**src/rtl/dds_pkg.sv**
```systemverilog
// Shared definitions for the DDS serial register-access engine.
package dds_pkg;

  localparam int unsigned INSTR_BITS = 8;
  localparam int unsigned DATA_BITS  = 32;
  localparam int unsigned RW_BIT     = 7;
  localparam int unsigned ADDR_MSB   = 4;
  localparam int unsigned FRAME_BITS = INSTR_BITS + DATA_BITS;

  typedef enum logic [2:0] {
    IDLE,
    SETUP,
    HIGH,
    LOW,
    HOLD,
    UPDATE,
    DONE
  } state_t;

endpackage

```
**src/rtl/dds_spi_port_half_tick.sv**
```systemverilog
// Down-counter giving a one-cycle tick every DIV clk cycles; restart reloads it.
module spi_half_tick #(
  parameter int unsigned DIV = 2
) (
  input  logic clk,
  input  logic rst,
  input  logic restart,
  output logic tick
);

  localparam logic [7:0] RELOAD = 8'(DIV - 1);

  logic [7:0] cnt;

  always_ff @(posedge clk or posedge rst) begin
    if (rst) begin
      cnt <= RELOAD;
    end else if (restart || cnt == '0) begin
      cnt <= RELOAD;
    end else begin
      cnt <= cnt - 8'd1;
    end
  end

  assign tick = (cnt == '0);

endmodule

```
**src/rtl/dds_spi_port.sv**
```systemverilog
// Serial register-access engine: shifts one 40-bit instruction+data frame to the
// DDS per wr_start, captures read data from SDO and optionally pulses IO_UPDATE.
module dds_spi_port
  import dds_pkg::*;
#(
  parameter int unsigned CLK_DIV     = 2,
  parameter int unsigned IOUP_WIDTH  = 4,
  parameter bit          AUTO_UPDATE = 1'b1
) (
  input  logic        clk,
  input  logic        rst,
  input  logic        wr_start,
  input  logic [7:0]  wr_addr,
  input  logic [31:0] wr_data,
  output logic        wr_done,
  output logic [31:0] wr_out,
  output logic        busy,
  output logic        SCLK,
  output logic        CSB,
  output logic        SDIO,
  input  logic        SDO,
  output logic        IO_UPDATE
);

  state_t                 state;
  logic [FRAME_BITS-1:0]  sh_reg;
  logic [DATA_BITS-1:0]   rx;
  logic [5:0]             bit_cnt;
  logic                   is_read;
  logic                   restart;
  logic                   div_tick;
  logic                   upd_tick;

  spi_half_tick #(.DIV(CLK_DIV)) u_div (
    .clk     (clk),
    .rst     (rst),
    .restart (restart),
    .tick    (div_tick)
  );

  spi_half_tick #(.DIV(IOUP_WIDTH)) u_upd (
    .clk     (clk),
    .rst     (rst),
    .restart (restart),
    .tick    (upd_tick)
  );

  // Both counters reload on every state change so each state starts a fresh period.
  always_comb begin
    restart = 1'b0;
    case (state)
      IDLE:                   restart = wr_start;
      SETUP, HIGH, LOW, HOLD: restart = div_tick;
      UPDATE:                 restart = upd_tick;
      DONE:                   restart = 1'b1;
      default:                restart = 1'b0;
    endcase
  end

  always_ff @(posedge clk or posedge rst) begin
    if (rst) begin
      state     <= IDLE;
      sh_reg    <= '0;
      rx        <= '0;
      bit_cnt   <= '0;
      is_read   <= 1'b0;
      wr_done   <= 1'b0;
      wr_out    <= '0;
      busy      <= 1'b0;
      SCLK      <= 1'b0;
      CSB       <= 1'b1;
      SDIO      <= 1'b0;
      IO_UPDATE <= 1'b0;
    end else begin
      case (state)
        IDLE: begin
          if (wr_start) begin
            sh_reg  <= {wr_addr, wr_data};
            is_read <= wr_addr[RW_BIT];
            bit_cnt <= 6'(FRAME_BITS - 1);
            busy    <= 1'b1;
            CSB     <= 1'b0;
            SDIO    <= wr_addr[INSTR_BITS-1];
            state   <= SETUP;
          end
        end
        SETUP: begin
          if (div_tick) begin
            SCLK  <= 1'b1;
            state <= HIGH;
          end
        end
        HIGH: begin
          if (div_tick) begin
            SCLK <= 1'b0;
            if (is_read && bit_cnt < 6'(DATA_BITS)) begin
              rx <= {rx[DATA_BITS-2:0], SDO};
            end
            sh_reg <= sh_reg << 1;
            SDIO   <= sh_reg[FRAME_BITS-2];
            state  <= LOW;
          end
        end
        LOW: begin
          if (div_tick) begin
            if (bit_cnt == '0) begin
              state <= HOLD;
            end else begin
              bit_cnt <= bit_cnt - 6'd1;
              SCLK    <= 1'b1;
              state   <= HIGH;
            end
          end
        end
        HOLD: begin
          if (div_tick) begin
            CSB  <= 1'b1;
            SDIO <= 1'b0;
            if (!is_read && AUTO_UPDATE) begin
              IO_UPDATE <= 1'b1;
              state     <= UPDATE;
            end else begin
              wr_done <= 1'b1;
              if (is_read) begin
                wr_out <= rx;
              end
              state <= DONE;
            end
          end
        end
        UPDATE: begin
          if (upd_tick) begin
            IO_UPDATE <= 1'b0;
            wr_done   <= 1'b1;
            state     <= DONE;
          end
        end
        DONE: begin
          wr_done <= 1'b0;
          busy    <= 1'b0;
          state   <= IDLE;
        end
        default: state <= IDLE;
      endcase
    end
  end

endmodule

```
**config.mk**
```make
export PLATFORM = sky130hd
export DESIGN_NAME = dds_spi_port
export DESIGN_NICKNAME = d
export VERILOG_FILES = /design/src/rtl/dds_pkg.sv /design/src/rtl/dds_spi_port_half_tick.sv /design/src/rtl/dds_spi_port.sv
export SDC_FILE = /design/constraint.sdc
export NUM_CORES = 1
export LEC_CHECK = 0
export BUFFER_PORTS_ARGS = -buffer_cell sky130_fd_sc_hd__buf_4
export CAP_MARGIN = 20
export CORE_MARGIN = 2
export CORE_UTILIZATION = 52
export DETAILED_ROUTE_END_ITERATION = 6
export PLACE_DENSITY = 0.74
export SETUP_SLACK_MARGIN = 0.5
export SLEW_MARGIN = 15
export SYNTH_ARGS = -nofsm -noshare
export SYNTH_HDL_FRONTEND = slang
export SYNTH_SLANG_ARGS = --single-unit
export TNS_END_PERCENT = 50
```
**constraint.sdc**
```tcl
create_clock -name clk -period 3.9 [get_ports clk]
set_input_delay 0.585 -clock clk [delete_from_list [all_inputs] [get_ports clk]]
set_output_delay 0.585 -clock clk [all_outputs]
set_load 0.005 [all_outputs]
```
Word-level counts from Yosys, hierarchy flattened
Cells that the tools add are included.
- add/sub/neg operators: 3
- order comparisons: 1
- equal/unequal tests: 15
- multiplexer cells: 39
- reductions and logical operators: 28
- operator list (operator ; number):
    $mux W39 ; 2
    $pmux W39 S2 ; 1
    $mux W3 ; 7
    $mux W6 ; 3
    $ne A2 B2 Y1 const B ; 9
    $pmux W3 S6 ; 1
    $logic_not A8 Y1 ; 2
    $mux W8 ; 2
    $reduce_and A4 Y1 ; 4
    $sub A8 B1 Y8 const B ; 2
    $mux W1 ; 14
    $pmux W6 S2 ; 1
    $reduce_and A3 Y1 ; 4
    $reduce_bool A2 Y1 ; 5
    $eq A3 B3 Y1 const B ; 3
    $pmux W1 S3 ; 3
    $reduce_bool A3 Y1 ; 3
    $eq A3 B2 Y1 const B ; 2
    $logic_not A6 Y1 ; 1
    $lt A6 B6 Y1 const B ; 1
    $pmux W1 S2 ; 3
    $reduce_and A6 Y1 ; 1
    $sub A6 B1 Y6 const B ; 1
    $reduce_and A5 Y1 ; 1
    8 further kinds ; 10
- bits in registers: 135
- bits of input ports: 44

Logic depth before layout (Yosys ltp)
Gate-level depths: netlist (run 1).
- depth in word-level cells: 5
- gate-level depth with buffers: 8
- depth with buffers taken out: 6

By module
From an unflattened synthesis (run 1), not the netlist that was laid out.
- cell total of the unflattened synthesis: 503
- area, all modules: 5964.5 sq um
- by module, submodules not included (module ; times used ; cells an instance ; area an instance (sq um)):
    dds_spi_port ; 1 ; 421 ; 5127.4
    spi_half_tick (u_upd) ; 1 ; 42 ; 425.4
    spi_half_tick (u_div) ; 1 ; 40 ; 411.6

Worst setup path before layout (run 1)
No wires, ideal clock.
- path kind: register to register
- from: register u_div.cnt[1]
- to: register state[1]
- data arrival time: 1.802 ns
- data required time: 3.775 ns
- slack: 1.973 ns
- stages on the path, launching flop included: 7
- period minus slack after synthesis: 1.927 ns
- cell sequence: dfrtp_1 -> inv_1 -> ha_1 -> nor4b_4 -> nand2_2 -> a221oi_2 -> mux2_2
- cells in the longest elaborated chain, start to end: 3
- elaborated cells between the ends (all ways): 6
- RTL lines (what ; RTL line ; RTL):
    start: declaration ; dds_spi_port_half_tick.sv:13 ; logic [7:0] cnt;
    start signal: assignment ; dds_spi_port_half_tick.sv:21 ; cnt <= cnt - 8'd1;
    $logic_not A8 Y1 (*) ; dds_spi_port_half_tick.sv:25 ; assign tick = (cnt == '0);
    $ne A2 B2 Y1 (no source line) ; - ;
    $reduce_and A6 Y1 (no source line) (*) ; - ;
    end signal: assignment ; dds_spi_port.sv:62 ; state <= IDLE;
    end signal: assignment ; dds_spi_port.sv:84 ; state <= SETUP;
    end signal: assignment ; dds_spi_port.sv:90 ; state <= HIGH;
    end: declaration ; dds_spi_port.sv:25 ; state_t state;
Every way passes the cells marked *; elsewhere a longest branch is shown, timed or not.
A chain may end at the register's enable or synchronous reset.

Worst setup path in the final report (run 1)
- from: register u_div.cnt[1]
- to: register wr_out[20]
- cells in the longest elaborated chain, start to end: 2
- RTL lines (what ; RTL line ; RTL):
    $logic_not A8 Y1 ; dds_spi_port_half_tick.sv:25 ;
    $reduce_and A3 Y1 (no source line) ; - ;
    end signal: assignment ; dds_spi_port.sv:125 ; wr_out <= rx;
    end: declaration ; dds_spi_port.sv:16 ; output logic [31:0] wr_out,
Every way passes these cells.

==> results_dict.tcl, run 1 <==
set metrics [dict create \
    synth.top_cell.area_share 0.5487 \
    avgRoutedWirePerCell_um 14.83 \
    yosysUniqueCellTypes 57 \
    grt_setup_unrepaired "false" \
    ir_drop_mv 0.4518 \
    core_area_um2 11320 \
    synth_most_common_cell "dfrtp_1" \
    maxCapViolations 0 \
    route.layer.met1.wl_um 4844 \
    cts_root_buf "clkbuf_16" \
    rows 39 \
    synth_edf_count 0 \
    worst-path-buf-inv 1 \
    grt_first_pass_wirelength_um 18850 \
    end_kind "flop" \
    first_pass_iters 4 \
    synth_ff_type "dfrtp_1" \
    crit_fanout 32 \
    drive_above_1_share 0.2995 \
    synthTopCellsByCount "dfrtp_1, nand2_1, o21ai_0" \
    grt.overflow.total 0 \
    cts_max_level 4 \
    min_path_type "input port to asynchronous set/reset pin" \
    fmax_ghz 0.3568 \
    hpwlAfterDp_um 7272 \
    dr_wl_met3_um 591 \
    postCtsSetupBuffers 0 \
    cp_num_cells 6 \
    clock_sinks 135 \
    required_ns 4.19 \
    die_h_um 111.2 \
    highest_layer "met4" \
    synth-seq-area-share 0.5663 \
    fp.dieW_um 111.2 \
    initial_core_util 0.5277 \
    finalHoldViolations 0 \
    syn-instance-count 488 \
    final-setup-viol-count 0 \
    wirelength_um 10740 \
    met2_length_um 5100 \
    num_vias 3848 \
    syn_area_um2 5974 \
    drt_iter0_drc 144 \
    crit_path_top_delay_cell "nand3_2" \
    cts_hold_buf 0 \
    cts_buffer_depth 2 \
    synth.avg_cell_area_um2 12.24 \
    io_pins 82 \
    grt_max_degree 84 \
    status "finished, final reports clean" \
    drc 0 \
    synthTopCellsByArea "dfrtp_1, mux2i_1, mux2_2, mux2_1, o21ai_0" \
    rr_worst_depth 6 \
    cts_buffers 17 \
    period_share 0.7187 \
    cpLargestDelayFamily "simple AND/OR/NAND/NOR gates" \
    n_antenna_cell 0 \
    finalCoreUtilization 0.6416 \
    cts_tree "built" \
    synth_seq_cells 135 \
    gp_congestion 0.8053 \
    skew_ns 0.008293 \
    tightest_slew_ns 0.8305 \
    largest_reg_flops 39 \
    antenna_found_initial 0 \
    place_inst 692 \
    syn2layout_area_growth_pct 21.57 \
    p_per_area_nw_per_um2 642.4 \
    period_needed_ns 2.803 \
    slew_violations 0 \
    critPathKind "flop to flop" \
    fin_tns_setup_ns 0 \
    async_flop_share 1.000 \
    start_kind "flop" \
    synth_nets 537 \
    grt_pass1_vias 3988 \
    stdcell_count 724 \
    clk_pin_slew_ns 0.06 \
    track_usage 0.1903 \
    die-area_um2 12360 \
    whs_ns 0.2164 \
    crit_arrival_ns 3.10 \
    clock_latency_ns 0.41 \
    port-buffer-count 81 \
    p_leak_uw 0.003659 \
    yosysTopAreaCell "dfrtp_1" \
    drtAntennaViolNets 0 \
    synth.yosys.warnings 0 \
    layout.nets 617 \
    viasPerCell 5.315 \
    fin_area_um2 7263 \
    cpPeakStageDelay_ns 0.64 \
    placed_area_um2 6680 \
    maxSlewHeadroom 0.4449 \
    ctsResizeCount 0 \
    path_cells "inv_1 > ha_1 > nor4b_4 > and2_4 > nand3_2 > mux2_1" \
]
[stage by stage]
step	setup WS [ns]	total power [µW]
5_1_grt	0.8153	4982
3_3_place_gp	1.198	3085
4_1_cts	1.071	4723
2_1_floorplan	1.639	2871
3_5_place_dp	1.096	3150
6_report	1.097	4666
[layout make-up]
type                            count  area, µm²
Multi-Input combinational cell    320       2430
Tap cell                          143      178.9
Clock inverter                     11      122.6
Sequential cell                   135       3383
Clock buffer                       21      460.4
Timing Repair Buffer               85      650.6
Fill cell                         904       4058
Inverter                            9      37.54
[routing by layer]
metal | up-vias | track usage
met5 | - | 0
met4 | 0 | 0.08230
met3 | 17 | 0.06725
met2 | 72 | 0.2947
met1 | 1875 | 0.2435
li1 | 1884 | -
[path summary, 6_finish.rpt]
kind                              startpoint            to  slack (ns)
worst max-delay path            u_div.cnt[1]    wr_out[20]        1.10
worst min-delay path                     rst    sh_reg[23]        0.22
worst max register to register  u_div.cnt[1]    wr_out[20]        1.10
worst min register to register           CSB           CSB        0.48
max in group asynchronous                rst  u_upd.cnt[1]        2.86
min in group clk                  wr_addr[7]       is_read        0.38
[layout by cell type, fill, tap and decap left out, types with 6 or more instances in the layout]
cell / netlist / routed
clkbuf_16: 0 / 17
dfrtp_1: 131 / 131
nand2_1: 58 / 58
mux2i_1: 44 / 44
o21ai_0: 47 / 47
a21oi_1: 6 / 6
buf_4: 1 / 84
or2_2: 6 / 6
inv_1: 8 / 7
xnor2_1: 6 / 6
mux2_2: 34 / 34
nor2_1: 21 / 21
mux2_1: 33 / 33
[worst register-to-register path: cells and delay by family, from the launching register on]
family | cells | cell delay (ns)
DFF | 1 | 0.39
and+or+nand+nor | 3 | 1.41
buffers and inverters | 1 | 0.07
muxes | 1 | 0.60
adders and majority gates | 1 | 0.23
[where the power goes]
group	internal [µW]	switching, µW	leakage [µW]	total [µW]
registers	1750	264	0.00177	2020
logic	518	576	0.00160	1090
clock network	974	582	0.000287	1560
total	3240	1420	0.00366	4670
[logic make-up after synthesis]
logic type	share of synthesized area
compound gates	0.08042
xor+xnor	0.01173
fa+ha+maj	0.01047
buf+inv	0.03037
flops	0.5663
mux	0.2000
simple gates	0.1007
Note: power is estimated with default switching activity, not from simulation.
==> run 2: changes to the inputs <==
clock period = 2.55 ns   (was 3.9 ns; I/O delays follow)
==> results_dict.tcl, run 2 (synthesis results as in run 1) <==
set metrics [dict create \
    grt.overflow.total 0 \
    layout_common_cells "dfrtp_1, buf_4, nand2_1" \
    clock_latency_ns 0.41 \
    largest_reg_flops 39 \
    cts_max_level 4 \
    period_needed_ns 2.060 \
    critPathKind "flop to flop" \
    die-area_um2 12360 \
    start_kind "flop" \
    drive_above_1_share 0.3427 \
    grt_setup_unrepaired "true" \
    status "finished, final reports clean" \
    drt_iter0_drc 215 \
    fmax_ghz 0.4855 \
    period_share 0.8078 \
    track_usage 0.2187 \
    crit_fanout 16 \
    crit_arrival_ns 2.35 \
    core_area_um2 11320 \
    fin_tns_setup_ns 0 \
    rows 39 \
    first_pass_iters 4 \
    cts_buffer_depth 2 \
    clk_pin_slew_ns 0.06 \
    whs_ns 0.08751 \
    num_vias 4154 \
    viasPerCell 5.561 \
    p_per_area_nw_per_um2 980.9 \
    cts_buffers 17 \
    cts_tree "built" \
    port-buffer-count 81 \
    gp_congestion 0.8469 \
    final-setup-viol-count 0 \
    grt_max_degree 108 \
    initial_core_util 0.5277 \
    finalCoreUtilization 0.6765 \
    place_inst 701 \
    wirelength_um 12840 \
    end_kind "flop" \
    layout.nets 640 \
    maxCapViolations 0 \
    tightest_slew_ns 0.5651 \
    hpwlAfterDp_um 7720 \
    cts_hold_buf 0 \
    crit_path_top_delay_cell "nor3_4" \
    fp.dieW_um 111.2 \
    finalHoldViolations 0 \
    p_leak_uw 0.003826 \
    drtAntennaViolNets 0 \
    grt_pass1_vias 4295 \
    drc 0 \
    skew_ns 0.008762 \
    cts_root_buf "clkbuf_16" \
    placed_area_um2 6748 \
    maxSlewHeadroom 0.6233 \
    n_antenna_cell 0 \
    avgRoutedWirePerCell_um 17.19 \
    slew_violations 0 \
    required_ns 2.84 \
    stdcell_count 747 \
    syn2layout_area_growth_pct 28.19 \
    die_h_um 111.2 \
    cpPeakStageDelay_ns 0.50 \
    ir_drop_mv 0.5850 \
    path_cells "nor3_4 > and2_4 > nand4b_4 > buf_12 > mux2_1" \
    io_pins 82 \
    fin_area_um2 7659 \
    antenna_found_initial 0 \
    min_path_type "input port to asynchronous set/reset pin" \
    layout_commonest_cell "dfrtp_1" \
    clock_sinks 135 \
    grt_first_pass_wirelength_um 21470 \
]
## run 2: cell types whose count changed in the layout (fill, tap and decap cells not counted), sizes merged
| cell | previous run | this run |
|---|---|---|
| clkinvlp | 2 | 5 |
| a31oi | 3 | 4 |
| clkinv | 8 | 5 |
| buf | 85 | 107 |
| inv | 8 | 7 |
| clkbuf | 21 | 22 |
## run 2: final timing paths
kind,startpoint,endpoint,slack (ns),cells after the start
min in group clk,wr_addr[7],is_read,0.17,3
worst min-delay path,rst,sh_reg[27],0.09,3
worst max register to register,u_div.cnt[6],rx[12],0.49,5
max in group asynchronous,rst,state[2],1.97,3
worst max-delay path,u_div.cnt[6],rx[12],0.49,5
worst min register to register,CSB,CSB,0.47,2
## run 2: what timing repair did
| action | CTS | global route |
|---|---|---|
| gates resized for setup | 16 | 14 |
| cloned | 5 | 0 |
| setup buffers | 6 | 3 |
| pin swaps | 2 | 4 |
| endpoints found under the setup margin | 112 | 119 |
| endpoints found under the hold margin | 0 | 0 |
## run 2: final cells by class
cell class | count | area [µm²]
Fill cell | 834 | 3662
Multi-Input combinational cell | 321 | 2530
Inverter | 9 | 37.54
Clock inverter | 10 | 121.4
Clock buffer | 22 | 474.2
Sequential cell | 135 | 3385
Timing Repair Buffer | 107 | 932.1
Tap cell | 143 | 178.9
## run 2: where the power goes
part	switching [µW]	internal (µW)
registers	425	2680
clock network	903	1520
logic	1050	933
total	2380	5130
## run 2: critical path: cells and delay by family (launching register included)
kind,cells,cell delay (ns)
flip-flops,1,0.43
AND/OR/NAND/NOR,3,0.94
multiplexers,1,0.35
buffers and inverters,1,0.21
## run 2: metrics by stage
step	total power, µW	worst slack, ns
finish	7512	0.4901
global route	7936	0.4260
CTS	7440	0.3790
detailed placement	4886	0.2432
global placement	4757	0.3654
floorplan	4391	0.4916
## run 2: routing by layer
layer	routed length, µm	GRT usage	vias up
met2	6361	0.3524	109
met3	745	0.06616	17
met4	174	0.08066	0
met1	5558	0.2812	2078
li1	-	-	1950
met5	0	0	-
==> run 3: changes to the inputs <==
ABC_AREA = 1   (was default)
CORE_UTILIZATION = 55   (was 52)
PLACE_DENSITY = 0.75   (was 0.74)
clock period = 2.01 ns   (was 2.55 ns; I/O delays follow)
==> results_dict.tcl, run 3 <==
set metrics [dict create \
    status "finished, final reports clean" \
    synth_ff_type "dfrtp_1" \
    synth.avg_cell_area_um2 8.994 \
    first_pass_iters 5 \
    cpLargestDelayFamily "flip-flops" \
    clock_latency_ns 0.42 \
    skew_ns 0.009316 \
    synth.yosys.warnings 0 \
    hpwlAfterDp_um 8372 \
    drtAntennaViolNets 0 \
    cts_buffer_depth 2 \
    finalHoldViolations 0 \
    syn-instance-count 697 \
    start_kind "flop" \
    crit_path_top_delay_cell "dfstp_2" \
    synth_seq_cells 135 \
    antenna_found_initial 0 \
    finalCoreUtilization 0.8413 \
    syn_area_um2 6269 \
    critPathKind "flop to flop" \
    wirelength_um 20510 \
    required_ns 2.29 \
    p_comb_frac 0.446 \
    seq_power_share 0.288 \
    fp.dieW_um 110.8 \
    clk_pin_slew_ns 0.06 \
    fmax_ghz 0.5392 \
    num_vias 5817 \
    swShare 0.3807 \
    period_needed_ns 1.855 \
    track_usage 0.3035 \
    die-area_um2 12270 \
    synthTopCellsByCount "nand2_1, dfrtp_1, inv_1" \
    crit_arrival_ns 2.13 \
    drive_above_1_share 0.4047 \
    cpPeakStageDelay_ns 0.54 \
    cts_max_level 4 \
    port-buffer-count 81 \
    layout_common_cells "nand2_1, dfrtp_1, buf_4" \
    n_antenna_cell 0 \
    min_path_type "input port to flop" \
    synth_edf_count 0 \
    clock_sinks 135 \
    initial_core_util 0.5707 \
    period_share 0.9227 \
    tightest_slew_ns 0.5159 \
    maxCapViolations 0 \
    synthTopCellsByArea "dfrtp_1, nand2_1, inv_1, o21ai_1, o211ai_2" \
    pwr-share-clk 0.266 \
    die_h_um 110.8 \
    cts_root_buf "clkbuf_16" \
    grt_setup_unrepaired "true" \
    worst_path_most_repeated_cell "buf_6" \
    synth_most_common_cell "nand2_1" \
    ir_drop_mv 1.137 \
    synth.top_cell.area_share 0.5230 \
    core_area_um2 10980 \
    p_int_uw 8196 \
    avgRoutedWirePerCell_um 20.61 \
    cts_buffers 17 \
    end_kind "flop" \
    multiInputGateArea_um2 2856 \
    grt_pass1_vias 5806 \
    p_leak_uw 0.004311 \
    drc 0 \
    synth_nets 746 \
    fin_tns_setup_ns 0 \
    viasPerCell 5.846 \
    p_switching_uw 5039 \
    yosysUniqueCellTypes 31 \
    worst-path-buf-inv 4 \
    grt.overflow.total 0 \
    crit_fanout 6 \
    final-setup-viol-count 0 \
    ff_latch_area_um2 3387 \
    drt_iter0_drc 468 \
    syn2layout_area_growth_pct 47.41 \
    gp_congestion 0.8900 \
    async_flop_share 1.000 \
    slew_violations 0 \
    largest_reg_flops 39 \
    layout.nets 891 \
    p_per_area_nw_per_um2 1432 \
    io_pins 82 \
    layout_commonest_cell "nand2_1" \
    cts_tree "built" \
    grt_first_pass_wirelength_um 29700 \
    path_cells "inv_2 > ha_4 > nand3_4 > nor2_4 > buf_6 > nand2_4 > nand2_8 > buf_6 > buf_12 > o211ai_1 > o21ai_1" \
    n_fill_cell 533 \
    synth-seq-area-share 0.5397 \
    grt_max_degree 55 \
    yosysTopAreaCell "dfrtp_1" \
    maxSlewHeadroom 0.6534 \
    rows 38 \
]
-- run 3: changes by cell type in the layout (fill, tap and decap cells not counted), sizes merged, moves of 35 or more --
cell    delta
nand2    +112
mux2      -67
o211ai    +35
buf       +38
inv       +98
o21ai     +68
mux2i     -44
-- run 3: cell families after synthesis --
logic type | after synthesis | synth area share
xor+xnor | 9 | 0.01258
fa+ha+maj | 5 | 0.009980
compound gates | 159 | 0.1733
buf+inv | 135 | 0.08982
flops | 135 | 0.5397
simple gates | 254 | 0.1747
-- run 3: final timing paths --
path / start / to / slack, ns / cells past startpoint
worst max-delay path: u_div.cnt[0] / sh_reg[22] / 0.16 / 11
worst min-delay path: SDO / rx[0] / 0.12 / 3
worst max register to register: u_div.cnt[0] / sh_reg[22] / 0.16 / 11
worst min register to register: u_div.cnt[0] / u_div.cnt[0] / 0.48 / 1
max in group asynchronous: rst / state[1] / 0.88 / 4
min in group asynchronous: rst / wr_out[27] / 0.47 / 3
-- run 3: tightest hold or removal path, cell delays in order --
cell     delay (ns)
buf_4          0.09
nor2_4         0.03
a21oi_2        0.08
-- run 3: cell type report --
cell class,count,area share
tap,140,0.01896
multi-input combinational,429,0.3091
timing repair buffer,154,0.1913
inverter,105,0.04306
clock buffer,21,0.04983
sequential,135,0.3666
clock inverter,11,0.02112
-- run 3: what timing repair did --
| action | in CTS | in global routing |
|---|---|---|
| endpoints found under the hold margin | 18 | 0 |
| buffers inserted | 32 | 7 |
| resized for setup | 107 | 67 |
| pin swaps | 20 | 10 |
| gates cloned | 18 | 7 |
| hold buffers | 1 | 0 |
| setup endpoints to repair | 132 | 132 |
-- run 3: routing by layer --
| layer | part of all wire | wire length [µm] | vias up | GRT usage |
|---|---|---|---|---|
| met3 | 0.068 | 1395 | 97 | 0.07272 |
| li1 | - | - | 2544 | - |
| met1 | 0.36 | 7468 | 2863 | 0.3715 |
| met2 | 0.51 | 10510 | 313 | 0.5137 |
| met5 | 0 | 0 | - | 0 |
| met4 | 0.055 | 1133 | 0 | 0.1333 |
-- run 3: through the flow --
step	setup WS, ns	instance area [µm²]	std cells	total power (µW)	hold WS [ns]
2_1_floorplan	0.03261	6272	697	6544	0.4225
3_3_place_gp	0.2925	7054	898	7126	0.3575
3_5_place_dp	0.1882	7054	898	7304	0.3602
4_1_cts	0.2969	8748	981	12190	0.1070
5_1_grt	0.09270	9240	995	13790	0.1378
6_report	0.1553	9240	995	13230	0.1248
-- run 3: power groups by stage --
stage               registers, µW  logic, µW  clock network, µW
finish                       3810       5900               3520
global route                 3850       6300               3650
CTS                          3740       4970               3480
detailed placement           3780       3520                  0
global placement             3760       3370                  0
floorplan                    3690       2850                  0
